$ cat src/rtl/alarm_output_arbiter.sv
// alarm_output_arbiter
//
// Shares the 7-segment digit path and the speaker between the clock,
// stopwatch and radio sources, and runs the alarm scheduler. The alarm
// scheduler detects a match, rings with priority over every display mode,
// and handles stop, snooze and auto-timeout.
//
// state  | meaning
// -------+-----------------------------------------------------------
// IDLE   | alarm quiet; display and speaker follow modeSelect
// RING   | alarm sounding; clock digits blink once per sec_tick
// SNOOZE | alarm paused; counting sec_ticks until it rings again
//
// Ports
//   clk, reset            system clock, synchronous active-high reset
//   sec_tick              one-clk pulse per second
//   modeSelect            0 clock, 1 stopwatch, 2 radio, 3 same as 0
//   clock_digits          BCD hh:mm:ss
//   sw_digits             BCD stopwatch digits
//   alarm_time            BCD hh:mm
//   alarm_en              alarm armed
//   btn_stop, btn_snooze  debounced one-cycle button pulses
//   radio_audio           radio square wave
//   alarm_tone            alarm square wave
//   choice, blank         digits and blanking to the digit multiplexer
//   speaker, sndOn        audio pin and amplifier enable
//   ringing, snoozing     registered state decodes
module alarm_output_arbiter #(
   parameter int RING_SECS   = 60,
   parameter int SNOOZE_SECS = 300
) (
   input  logic        clk,
   input  logic        reset,
   input  logic        sec_tick,
   input  logic [1:0]  modeSelect,
   input  logic [23:0] clock_digits,
   input  logic [23:0] sw_digits,
   input  logic [15:0] alarm_time,
   input  logic        alarm_en,
   input  logic        btn_stop,
   input  logic        btn_snooze,
   input  logic        radio_audio,
   input  logic        alarm_tone,
   output logic [23:0] choice,
   output logic        blank,
   output logic        speaker,
   output logic        sndOn,
   output logic        ringing,
   output logic        snoozing
);

   typedef enum logic [1:0] {
      ST_IDLE   = 2'd0,
      ST_RING   = 2'd1,
      ST_SNOOZE = 2'd2
   } state_t;

   localparam logic [9:0] RING_LAST   = 10'(RING_SECS - 1);
   localparam logic [9:0] SNOOZE_LAST = 10'(SNOOZE_SECS - 1);

   state_t      state_q, state_d;
   logic [9:0]  ring_cnt_q, ring_cnt_d;
   logic [9:0]  snz_cnt_q, snz_cnt_d;
   logic        blink_q, blink_d;
   logic        match_q;
   logic        match_now;
   logic        trigger;

   logic [23:0] choice_q, choice_d;
   logic        blank_q, blank_d;
   logic        speaker_q, speaker_d;
   logic        snd_on_q, snd_on_d;
   logic        ringing_q, snoozing_q;

   assign match_now = alarm_en && (clock_digits[23:8] == alarm_time)
                      && (clock_digits[7:0] == 8'h00);
   // match_q comes out of reset high so a clock already sitting on the
   // alarm time does not look like a fresh rising edge.
   assign trigger   = match_now && !match_q;

   always_comb begin
      state_d    = state_q;
      ring_cnt_d = ring_cnt_q;
      snz_cnt_d  = snz_cnt_q;
      blink_d    = blink_q;
      case (state_q)
         ST_IDLE: begin
            if (trigger) begin
               state_d    = ST_RING;
               ring_cnt_d = 10'd0;
               blink_d    = 1'b0;
            end
         end
         ST_RING: begin
            if (btn_stop) begin
               state_d = ST_IDLE;
            end else if (btn_snooze) begin
               state_d   = ST_SNOOZE;
               snz_cnt_d = 10'd0;
            end else if (!alarm_en) begin
               state_d = ST_IDLE;
            end else if (sec_tick) begin
               if (ring_cnt_q == RING_LAST) begin
                  state_d = ST_IDLE;
               end else begin
                  ring_cnt_d = ring_cnt_q + 10'd1;
                  blink_d    = !blink_q;
               end
            end
         end
         ST_SNOOZE: begin
            if (btn_stop || !alarm_en) begin
               state_d = ST_IDLE;
            end else if (sec_tick) begin
               if (snz_cnt_q == SNOOZE_LAST) begin
                  state_d    = ST_RING;
                  ring_cnt_d = 10'd0;
                  blink_d    = 1'b0;
               end else begin
                  snz_cnt_d = snz_cnt_q + 10'd1;
               end
            end
         end
         default: state_d = ST_IDLE;
      endcase
   end

   // Output selection uses the current (pre-update) state, giving the
   // two-edge input-to-output latency.
   always_comb begin
      choice_d  = clock_digits;
      blank_d   = 1'b0;
      speaker_d = 1'b0;
      snd_on_d  = 1'b0;
      if (state_q == ST_RING) begin
         blank_d   = blink_q;
         speaker_d = alarm_tone;
         snd_on_d  = 1'b1;
      end else begin
         case (modeSelect)
            2'd1: choice_d = sw_digits;
            2'd2: begin
               speaker_d = radio_audio;
               snd_on_d  = 1'b1;
            end
            default: choice_d = clock_digits;
         endcase
      end
   end

   always_ff @(posedge clk) begin
      if (reset) begin
         state_q    <= ST_IDLE;
         ring_cnt_q <= 10'd0;
         snz_cnt_q  <= 10'd0;
         blink_q    <= 1'b0;
         match_q    <= 1'b1;
         choice_q   <= 24'h0;
         blank_q    <= 1'b0;
         speaker_q  <= 1'b0;
         snd_on_q   <= 1'b0;
         ringing_q  <= 1'b0;
         snoozing_q <= 1'b0;
      end else begin
         state_q    <= state_d;
         ring_cnt_q <= ring_cnt_d;
         snz_cnt_q  <= snz_cnt_d;
         blink_q    <= blink_d;
         match_q    <= match_now;
         choice_q   <= choice_d;
         blank_q    <= blank_d;
         speaker_q  <= speaker_d;
         snd_on_q   <= snd_on_d;
         ringing_q  <= (state_q == ST_RING);
         snoozing_q <= (state_q == ST_SNOOZE);
      end
   end

   assign choice   = choice_q;
   assign blank    = blank_q;
   assign speaker  = speaker_q;
   assign sndOn    = snd_on_q;
   assign ringing  = ringing_q;
   assign snoozing = snoozing_q;

endmodule

$ cat config.mk
export PLATFORM = sky130hd
export DESIGN_NAME = alarm_output_arbiter
export DESIGN_NICKNAME = d
export VERILOG_FILES = /design/src/rtl/alarm_output_arbiter.sv
export SDC_FILE = /design/constraint.sdc
export NUM_CORES = 1
export LEC_CHECK = 0
export ABC_AREA = 1
export BUFFER_PORTS_ARGS = -buffer_cell sky130_fd_sc_hd__buf_2
export CORE_ASPECT_RATIO = 1.75
export CORE_UTILIZATION = 49
export DETAILED_ROUTE_END_ITERATION = 10
export PLACE_DENSITY = 0.81
export SLEW_MARGIN = 20
export SYNTH_ARGS = -nofsm -noshare
export SYNTH_HDL_FRONTEND = slang
export SYNTH_SLANG_ARGS = --single-unit
$ cat constraint.sdc
create_clock -name clk -period 2.55 [get_ports clk]
set_clock_uncertainty 0.2 [all_clocks]
set_input_delay 0.51 -clock clk [delete_from_list [all_inputs] [get_ports clk]]
set_output_delay 0.51 -clock clk [all_outputs]
set_load 0.01 [all_outputs]
== After elaboration in Yosys (flattened, before gate mapping) ==
Index checks and enable logic that the tools add are counted.
Cells by class
  $add $sub $neg: 2
  eq/ne operators: 22
  multiplexer cells: 42
  bitwise operators: 1
  reductions and logical operators: 15
Operator list (number)
  10-bit two-way mux: 14
  24-bit two-way mux: 2
  10-bit one-hot mux with 3 select lines: 1
  2-bit inequality test (second input constant): 11
  10-bit by 1-bit adder with 10-bit output (second input constant): 2
  10-bit one-hot mux with 2 select lines: 1
  2-bit two-way mux: 9
  16-bit == test: 1
  1-bit two-way mux: 13
  10-bit by 6-bit == test with 1-bit output (second input constant): 1
  10-bit by 9-bit == test with 1-bit output (second input constant): 1
  5-bit inequality test (second input constant): 2
  10-bit AND reduction: 1
  8-bit logical NOT: 1
  3-bit inequality test (second input constant): 2
  2-bit one-hot mux with 3 select lines: 1
  6-bit AND reduction: 1
  5-bit AND reduction: 1
  2-bit by 1-bit == test with 1-bit output (second input constant): 2
  2-bit == test (second input constant): 2
  1-bit logical AND: 3
  1-bit logical NOT: 3
  1-bit one-hot mux with 3 select lines: 1
  3-bit nonzero test: 1
  5 further kinds: 5
Word-level totals
  register bits: 53
  input bits: 74
  output and inout bits: 29
  logic and storage cells: 93

== Longest topological paths before layout ==
Gate-level depths: netlist of the first run.
  word-level depth: 7
  gate-level depth with buffers: 12
  mapped depth without buffers: 11

== Worst setup path after synthesis of the first run ==
Ideal clock, no wire load.
  kind: in2reg
  start: in alarm_en
  end: reg snz_cnt_q[4]
  library setup time: 0.119 ns
  data arrival time: 1.479 ns
  slack: 0.752 ns
  stages: 9
  cell sequence: inv_1 -> nor2_1 -> nand2_1 -> a21boi_2 -> nand2_4 -> nor2_2 -> nand3_1 -> o21ai_0 -> a21oi_1
On the way
  cells in the longest elaborated chain, start to end: 4
RTL lines
  start: declaration: RTL line 39  | input logic alarm_en,
  1-bit logical NOT: RTL line 112  | if (btn_stop || !alarm_en) begin
  1-bit logical OR: RTL line 112
  2-bit inequality test (no line)
  6-bit AND reduction (no line)
  end signal: assignment: RTL line 167  | snz_cnt_q <= snz_cnt_d;
  end: declaration: RTL line 63  | logic [9:0] snz_cnt_q, snz_cnt_d;
No other way between the ends.
A chain may end at the register's enable or synchronous reset.

== Worst setup path in the final report of the first run ==
  start: reg snz_cnt_q[0]
  end: reg ring_cnt_q[9]
On the way
  cells in the longest elaborated chain, start to end: 3
RTL lines
  10-bit by 9-bit == test with 1-bit output: RTL line 115  | if (snz_cnt_q == SNOOZE_LAST) begin
  2-bit inequality test (no line)
  10-bit AND reduction (no line)
  end signal: assignment: RTL line 166  | ring_cnt_q <= ring_cnt_d;
  end: declaration: RTL line 62  | logic [9:0] ring_cnt_q, ring_cnt_d;
No other way between the ends.

==> results of run 1 <==
flip-flops by register name, summed over array words and instances, names as in the netlist:
register and count:
ringing 1, state_q 2, sndOn 1, snoozing 1
speaker 1, snz_cnt_q 10, blink_q 1, match_q 1
blank 1, choice 24, ring_cnt_q 10
power groups by stage:
stage                     Sequential [uW]  Combinational, uW  Clock (uW)
after floorplan                       899               86.5           0
after global placement                882                212           0
after detailed placement              883                216           0
after CTS                             864                216         517
after global routing                  867                242         544
final                                 864                215         503
worst max-delay path by stage:
stage	to	slack (ns)
5_1_grt	ring_cnt_q[9]	0.23
6_report	ring_cnt_q[9]	0.34
2_1_floorplan	snz_cnt_q[4]	0.75
3_5_place_dp	ring_cnt_q[9]	0.43
4_1_cts	ring_cnt_q[9]	0.40
3_3_place_gp	ring_cnt_q[8]	0.51
per-layer routing:
metal  vias up  part of all wire  GRT usage  routed length (um)
li1       1541                 -          -                   -
met1      1322              0.37      0.235                2520
met2       110              0.54      0.467                3740
met3        18             0.062     0.0552                 426
met4         0             0.030      0.125                 205
met5         -                 0          0                   0
worst max-delay path: stages, from the launching register on:
cell and delay, ns:
dfxtp_1 0.39, ha_1 0.16, inv_1 0.07, nor3_1 0.39, nand4_1 0.15, nor2_1 0.11
nor2_1 0.05, nor2_2 0.08, buf_4 0.24, nand2_1 0.10, nand2_1 0.08, a21oi_1 0.06
synthesized netlist by cell type (2+ instances only):
library cell and n:
nor2_1 58, nand4_1 7, o21ai_1 2, inv_2 3, nor3_1 9, buf_2 3, nor2_2 3, inv_1 58
nand2_1 92, dfxtp_1 53, nand3b_1 2, nand3_1 27, clkbuf_1 7, o21ai_0 35, a31oi_1 2, buf_4 2
xor2_1 3, ha_1 2, a21oi_1 40, xnor2_1 2
final cells by class:
type / instances / area (um^2)
tap: 74 / 92.6
clock buffer: 6 / 82.6
fill: 496 / 1870
sequential: 53 / 1060
inverter: 61 / 229
multi-input combinational: 294 / 1390
clock inverter: 2 / 13.8
timing repair buffer: 107 / 561
stage by stage:
step           utilization  area (um^2)  setup WS (ns)  hold slack (ns)
6_report             0.646         3420          0.341            0.208
5_1_grt              0.646         3420          0.228            0.212
4_1_cts              0.646         3420          0.403            0.197
3_5_place_dp         0.628         3330          0.432            0.257
3_3_place_gp         0.628         3330          0.506            0.260
2_1_floorplan            -         2740          0.752            0.238
cells by family after synthesis:
logic type | count (synthesis)
buf+inv | 74
flops | 53
simple gates | 204
xor+xnor | 5
compound gates | 83
fa+ha+maj | 2
==> out/metrics.cfg, run 1 <==
[status]
status=completed

[critical_path]
rrSetupSlack_ns=0.34
arrival_ns=2.20
cp.required_ns=2.54
setup.worst_path.end_class=flop
cp_max_fo=21
rr_endpoint=ring_cnt_q[9]
path_class=flop to flop
startpoint=snz_cnt_q[0]
r2r_cells=11
rr_startpoint=snz_cnt_q[0]
start_kind=flop

[sta]
worst_pin_slew_ns=0.622
fmax_ghz=0.453
finalHoldViolCount=0
finalCritPeriodShare=0.866
slew_violations=0
slew_headroom=0.583
rsz0062_at_grt=false
setup_viol=0
finalCriticalPeriod_ns=2.21
fin_tns_setup_ns=0

[clocking]
htree_num_levels=2
path_clk_slew_ns=0.10
cts_buffers=5
ctsResizeCount=0
clock_latency_ns=0.31
cts_sinks=53
cts.path.max_buffers=2
root_buffer=clkbuf_8
cts_tree=yes
cts_hold_buf=0
postCtsSetupRepairBufs=0

[die]
die_w_um=58.5
ios=103
core_um2=5300
initial_core_util=0.516
rows=35
die-area_um2=5900
fp.dieH_um=101

[grt]
grt_pass1_wl_um=11300
grt_overflow=0
grt_pass1_vias=2863
grt.total_usage=0.245
grt_max_degree=44
antenna_found_initial=0

[synthesis]
yosysTopAreaCell=dfxtp_1
synth_xor_area_frac=0.0160
synthCells=421
syn_area_per_cell_um2=6.50
yosys-top-cells-area=dfxtp_1 39%, nand2_1 13%, inv_1 8.0%
synth-simple-area-share=0.323
netlist_area_um2=2740
ys.flop_type=dfxtp_1
yosys_warnings=0
synth_top_family_by_area=simple AND/OR/NAND/NOR gates
synth_top_area_share=0.388
ys_async_sr_fraction=0
synth_seq_area_share=0.388
synth_cell_type_count=31
synth_edf_count=0
synth-seq-cells=53
synth_compound_gate_area_share=0.158
synthMuxAreaShare=0
syn_nets=497
synth_fa_ha_area_frac=0.00915

[power_and_ir_drop]
pwr-share-seq=0.546
power.density_nw_per_um2=462
combPwrFrac=0.136
leakagePower_uw=0.00168
ir_drop_v=0.000473
pwr-share-clk=0.318
finalPower_uw=1580
sw_frac_of_total=0.258
p_sw_uw=408
p_int_uw=1170

[finish]
layout_commonest_cell=buf_2
syn_to_final_growth_pct=25.2
final_layout_size_suffix_gt1_frac=0.245
diodes=0
fin_nets=598
final_cell_mix=102 x buf_2, 92 x nand2_1, 58 x inv_1, 58 x nor2_1, 53 x dfxtp_1
fin_cells=597

[min_path]
hold_class=input pin to flop
hold_path_end=speaker
min_path_cells=3
hp-start=alarm_tone

[detailed_routing]
route.detailed.drc=0
drt-total-wl_um=6880
final_antenna_net_count=0
drtIter0Drc=122
routedWlPerCell_um=11.5
routed_via_density=5.01
dr_total_vias=2991
drt_pass1_iterations=4

[place]
globalplace.congestion=0.846
place_hpwl_um=5290
dpl.cell_count=589
port-buffer-count=102

[job]
drv_cap=0

Note: power is estimated with default switching activity, not from simulation.
==> run 2, diff against run 1 <==
CORE_UTILIZATION = 30   (was 49)
PLACE_DENSITY = 0.54   (was 0.81)
==> out/metrics.cfg, run 2 (same netlist as run 1, synthesis figures left out) <==
[finish]
final_layout_size_suffix_gt1_frac=0.243
final-seq-area_um2=1060
final_cell_mix=102 x buf_2, 92 x nand2_1, 58 x inv_1, 58 x nor2_1, 53 x dfxtp_1
fillerInstances=974
fin_nets=598
syn_to_final_growth_pct=28.9
multi_input_area_um2=1390
diodes=0
largest_register_ff_count=24
layout_commonest_cell=buf_2
fin_cells=640

[die]
die-area_um2=9520
die_w_um=74.2
core_um2=8780
initial_core_util=0.311
fp.dieH_um=128
rows=45
ios=103

[clocking]
root_buffer=clkbuf_16
ctsResizeCount=0
cts_hold_buf=0
clock_latency_ns=0.30
cts_sinks=53
path_clk_slew_ns=0.07
cts_buffers=5
cts.path.max_buffers=2
cts_tree=yes
htree_num_levels=2
postCtsSetupRepairBufs=0

[sta]
slew_violations=0
setup_viol=0
finalCriticalPeriod_ns=2.06
fmax_ghz=0.485
fin_tns_setup_ns=0
whs_ns=0.218
setup_ws_ns=0.486
rsz0062_at_grt=false
worst_pin_slew_ns=0.631
finalHoldViolCount=0
slew_headroom=0.577
finalCritPeriodShare=0.809

[grt]
grt_pass1_wl_um=11900
grt_pass1_vias=2788
grt_max_degree=44
grt.total_usage=0.162
antenna_found_initial=0
grt_overflow=0

[place]
globalplace.congestion=0.817
dpl.cell_count=632
port-buffer-count=102
pre_cts_ws_ns=0.364
place_hpwl_um=5710

[detailed_routing]
drtIter0Drc=67
routed_via_density=4.61
route.detailed.drc=0
drt-total-wl_um=7320
drt_pass1_iterations=4
dr_total_vias=2950
final_antenna_net_count=0
routedWlPerCell_um=11.4

[min_path]
hold_class=input pin to flop

[critical_path]
path_class=flop to flop
crit_slowest_cell=dfxtp_1
crit_buf_inv=2
slowest_delay_ns=0.38
cp_max_fo=21
cp_top_family=simple AND/OR/NAND/NOR gates
setup.worst_path.end_class=flop
arrival_ns=2.04
start_kind=flop
cp.required_ns=2.53
crit_chain=ha_1 -> inv_1 -> nor3_1 -> nand4_1 -> nor2_1 -> nor2_1 -> nor2_2 -> buf_4 -> nand2_1 -> nand2_1 -> a21oi_1

[power_and_ir_drop]
leakagePower_uw=0.00170
sw_frac_of_total=0.251
p_sw_uw=443
p_int_uw=1320
pwr-share-seq=0.490
pwr-share-clk=0.387
ir_drop_v=0.000289
combPwrFrac=0.123
power.density_nw_per_um2=501
finalPower_uw=1760

[status]
status=completed

[job]
drv_cap=0

==> run 2: final cells by class <==
cell class	instances	area share
multi-input combinational	294	0.393
sequential	53	0.301
timing repair buffer	107	0.159
inverter	61	0.0650
tap	117	0.0415
clock buffer	6	0.0366
clock inverter	2	0.00390
==> run 2: worst paths after layout <==
check,slack (ns),to,depth (start not counted),startpoint
worst max-delay path,0.49,ring_cnt_q[9],11,snz_cnt_q[0]
worst min-delay path,0.22,speaker,3,alarm_tone
worst max register to register,0.49,ring_cnt_q[9],11,snz_cnt_q[0]
worst min register to register,0.28,blink_q,2,blink_q
==> run 2: worst reg2reg max path, stage by stage (launching register included) <==
cell	delay, ns
dfxtp_1	0.38
ha_1	0.16
inv_1	0.07
nor3_1	0.30
nand4_1	0.15
nor2_1	0.11
nor2_1	0.05
nor2_2	0.07
buf_4	0.23
nand2_1	0.10
nand2_1	0.07
a21oi_1	0.05
==> run 2: power groups by stage <==
stage | logic [uW] | registers (uW) | clock network, uW
global placement | 220 | 883 | 0
finish | 217 | 864 | 683
CTS | 221 | 864 | 709
floorplan | 86.5 | 899 | 0
global route | 245 | 866 | 732
detailed placement | 220 | 883 | 0
==> run 2: per-layer routing <==
layer | GRT usage | part of all wire
met5 | 0 | 0
met3 | 0.0464 | 0.066
met4 | 0.0735 | 0.029
met2 | 0.291 | 0.51
met1 | 0.167 | 0.39
==> run 2: through the flow <==
| stage | util | area [um^2] |
|---|---|---|
| after floorplan | - | 2740 |
| after global placement | 0.385 | 3380 |
| after detailed placement | 0.385 | 3380 |
| after CTS | 0.401 | 3520 |
| after global routing | 0.401 | 3520 |
| final | 0.401 | 3520 |
==> run 3, diff against run 2 <==
clock period = 1.9 ns   (was 2.55 ns; I/O delays follow)
==> out/metrics.cfg, run 3 (same netlist as run 1, synthesis figures left out) <==
[sta]
slew_violations=0
slew_headroom=0.722
fmax_ghz=0.534
rsz0062_at_grt=true
worst_pin_slew_ns=0.414
finalCriticalPeriod_ns=1.87
finalCritPeriodShare=0.986
setup_viol=0
finalHoldViolCount=0

[place]
place_hpwl_um=5990
dpl_cell_area_um2=3510
globalplace.congestion=0.826
port-buffer-count=102

[clocking]
cts.path.max_buffers=2
htree_num_levels=2
cts_sinks=53
cts_buffers=5
root_buffer=clkbuf_16
cts_tree=yes
clock_latency_ns=0.30
path_clk_slew_ns=0.07

[critical_path]
rrSetupSlack_ns=0.03
rr_endpoint=blink_q
cp_max_fo=5
cp_common_cell=nand2_1
rr_startpoint=ring_cnt_q[1]
cp.required_ns=1.89
start_kind=flop
r2r_cells=11
setup.worst_path.end_class=flop
arrival_ns=1.86
slowest_delay_ns=0.34
crit_slowest_cell=dfxtp_2
path_class=flop to flop
crit_chain=ha_4 -> nor3b_2 -> nand3_1 -> nand2_1 -> nand2_1 -> nand2_2 -> nor2_4 -> clkbuf_16 -> nand3_1 -> nand2_1 -> nor2_1

[job]
drv_cap=0

[detailed_routing]
routed_via_density=4.62
final_antenna_net_count=0
routedWlPerCell_um=12.1
drt-total-wl_um=7970
wl_met1_um=2870
drt_pass1_iterations=4
wl_met3_um=446
drtIter0Drc=102
highest_layer=met4
wl_met2_um=4440
route.detailed.drc=0
dr_total_vias=3038

[finish]
final_layout_size_suffix_gt1_frac=0.307
largest_register_ff_count=24
final_cell_mix=102 x buf_2, 88 x nand2_1, 57 x inv_1
fin_nets=617
layout_commonest_cell=buf_2
syn_to_final_growth_pct=39.9
diodes=0
fillerInstances=962
stdcell_area_um2=3830
fin_util=0.436

[die]
rows=45
die_w_um=74.2
die-area_um2=9520
initial_core_util=0.311
ios=103
fp.dieH_um=128
core_um2=8780

[grt]
grt_pass1_wl_um=12600
grt.total_usage=0.173
grt_max_degree=44
grt_overflow=0
grt_pass1_vias=2932
antenna_found_initial=0

[min_path]
hold_path_end=speaker
hp-start=alarm_tone
hold_class=input pin to flop
min_path_cells=3

[power_and_ir_drop]
leakagePower_uw=0.00183
power.density_nw_per_um2=649
ir_drop_v=0.000480

[status]
status=completed

## run 3: per-layer routing
metal,up-vias,track usage
li1,1579,-
met1,1345,0.168
met2,101,0.337
met3,13,0.0393
met4,0,0.0656
met5,-,0
## run 3: report_power, final
| group | internal [uW] | switching [uW] | leakage (uW) |
|---|---|---|---|
| logic | 132 | 161 | 0.00131 |
| clock network | 613 | 420 | 0.0000797 |
| registers | 1150 | 8.75 | 0.000438 |
## run 3: cell type report
class / instances / area (um^2) / share of cell area
inverters: 61 / 231 / 0.0605
well taps: 117 / 146 / 0.0383
flip-flops and latches: 53 / 1070 / 0.280
repair buffers: 126 / 754 / 0.197
clock buffers: 5 / 125 / 0.0327
clock inverters: 2 / 35.0 / 0.00916
multi-input cells: 294 / 1460 / 0.382
## run 3: what timing repair did
action                     4_1_cts  5_1_grt
pin swaps                        0       11
hold buffers                     0        0
resized for setup                1       27
buffers inserted                 0        1
setup endpoints to repair       18       19
cloned                           0        2
## run 3: worst max path at each step
stage	startpoint	end	slack (ns)	cells past startpoint
after floorplan	snz_cnt_q[0]	ring_cnt_q[6]	0.13	11
after global placement	clock_digits[7]	ring_cnt_q[8]	-0.07	12
after global routing	ring_cnt_q[1]	ring_cnt_q[7]	-0.09	11
after CTS	snz_cnt_q[1]	ring_cnt_q[8]	0.04	11
final	ring_cnt_q[1]	blink_q	0.03	11
after detailed placement	clock_digits[7]	ring_cnt_q[8]	-0.1	12
## run 3: metrics by stage
stage / setup slack, ns / hold slack, ns / power, uW / cells / TNS, ns
final: 0.0264 / 0.0828 / 2480 / 658 / 0
after global routing: -0.0904 / 0.0958 / 2590 / 658 / -0.796
after CTS: 0.0407 / 0.0769 / 2520 / 655 / 0
after detailed placement: -0.0988 / 0.271 / 1480 / 648 / -1.12
after global placement: -0.0741 / 0.269 / 1480 / 648 / -0.864
after floorplan: 0.131 / 0.238 / 1320 / 421 / 0
## run 3: critical path: cells and delay by family, from the launching register on
family,cells,cell delay [ns]
and+or+nand+nor,9,0.88
adders and majority gates,1,0.16
buffers and inverters,1,0.18
DFF,1,0.34
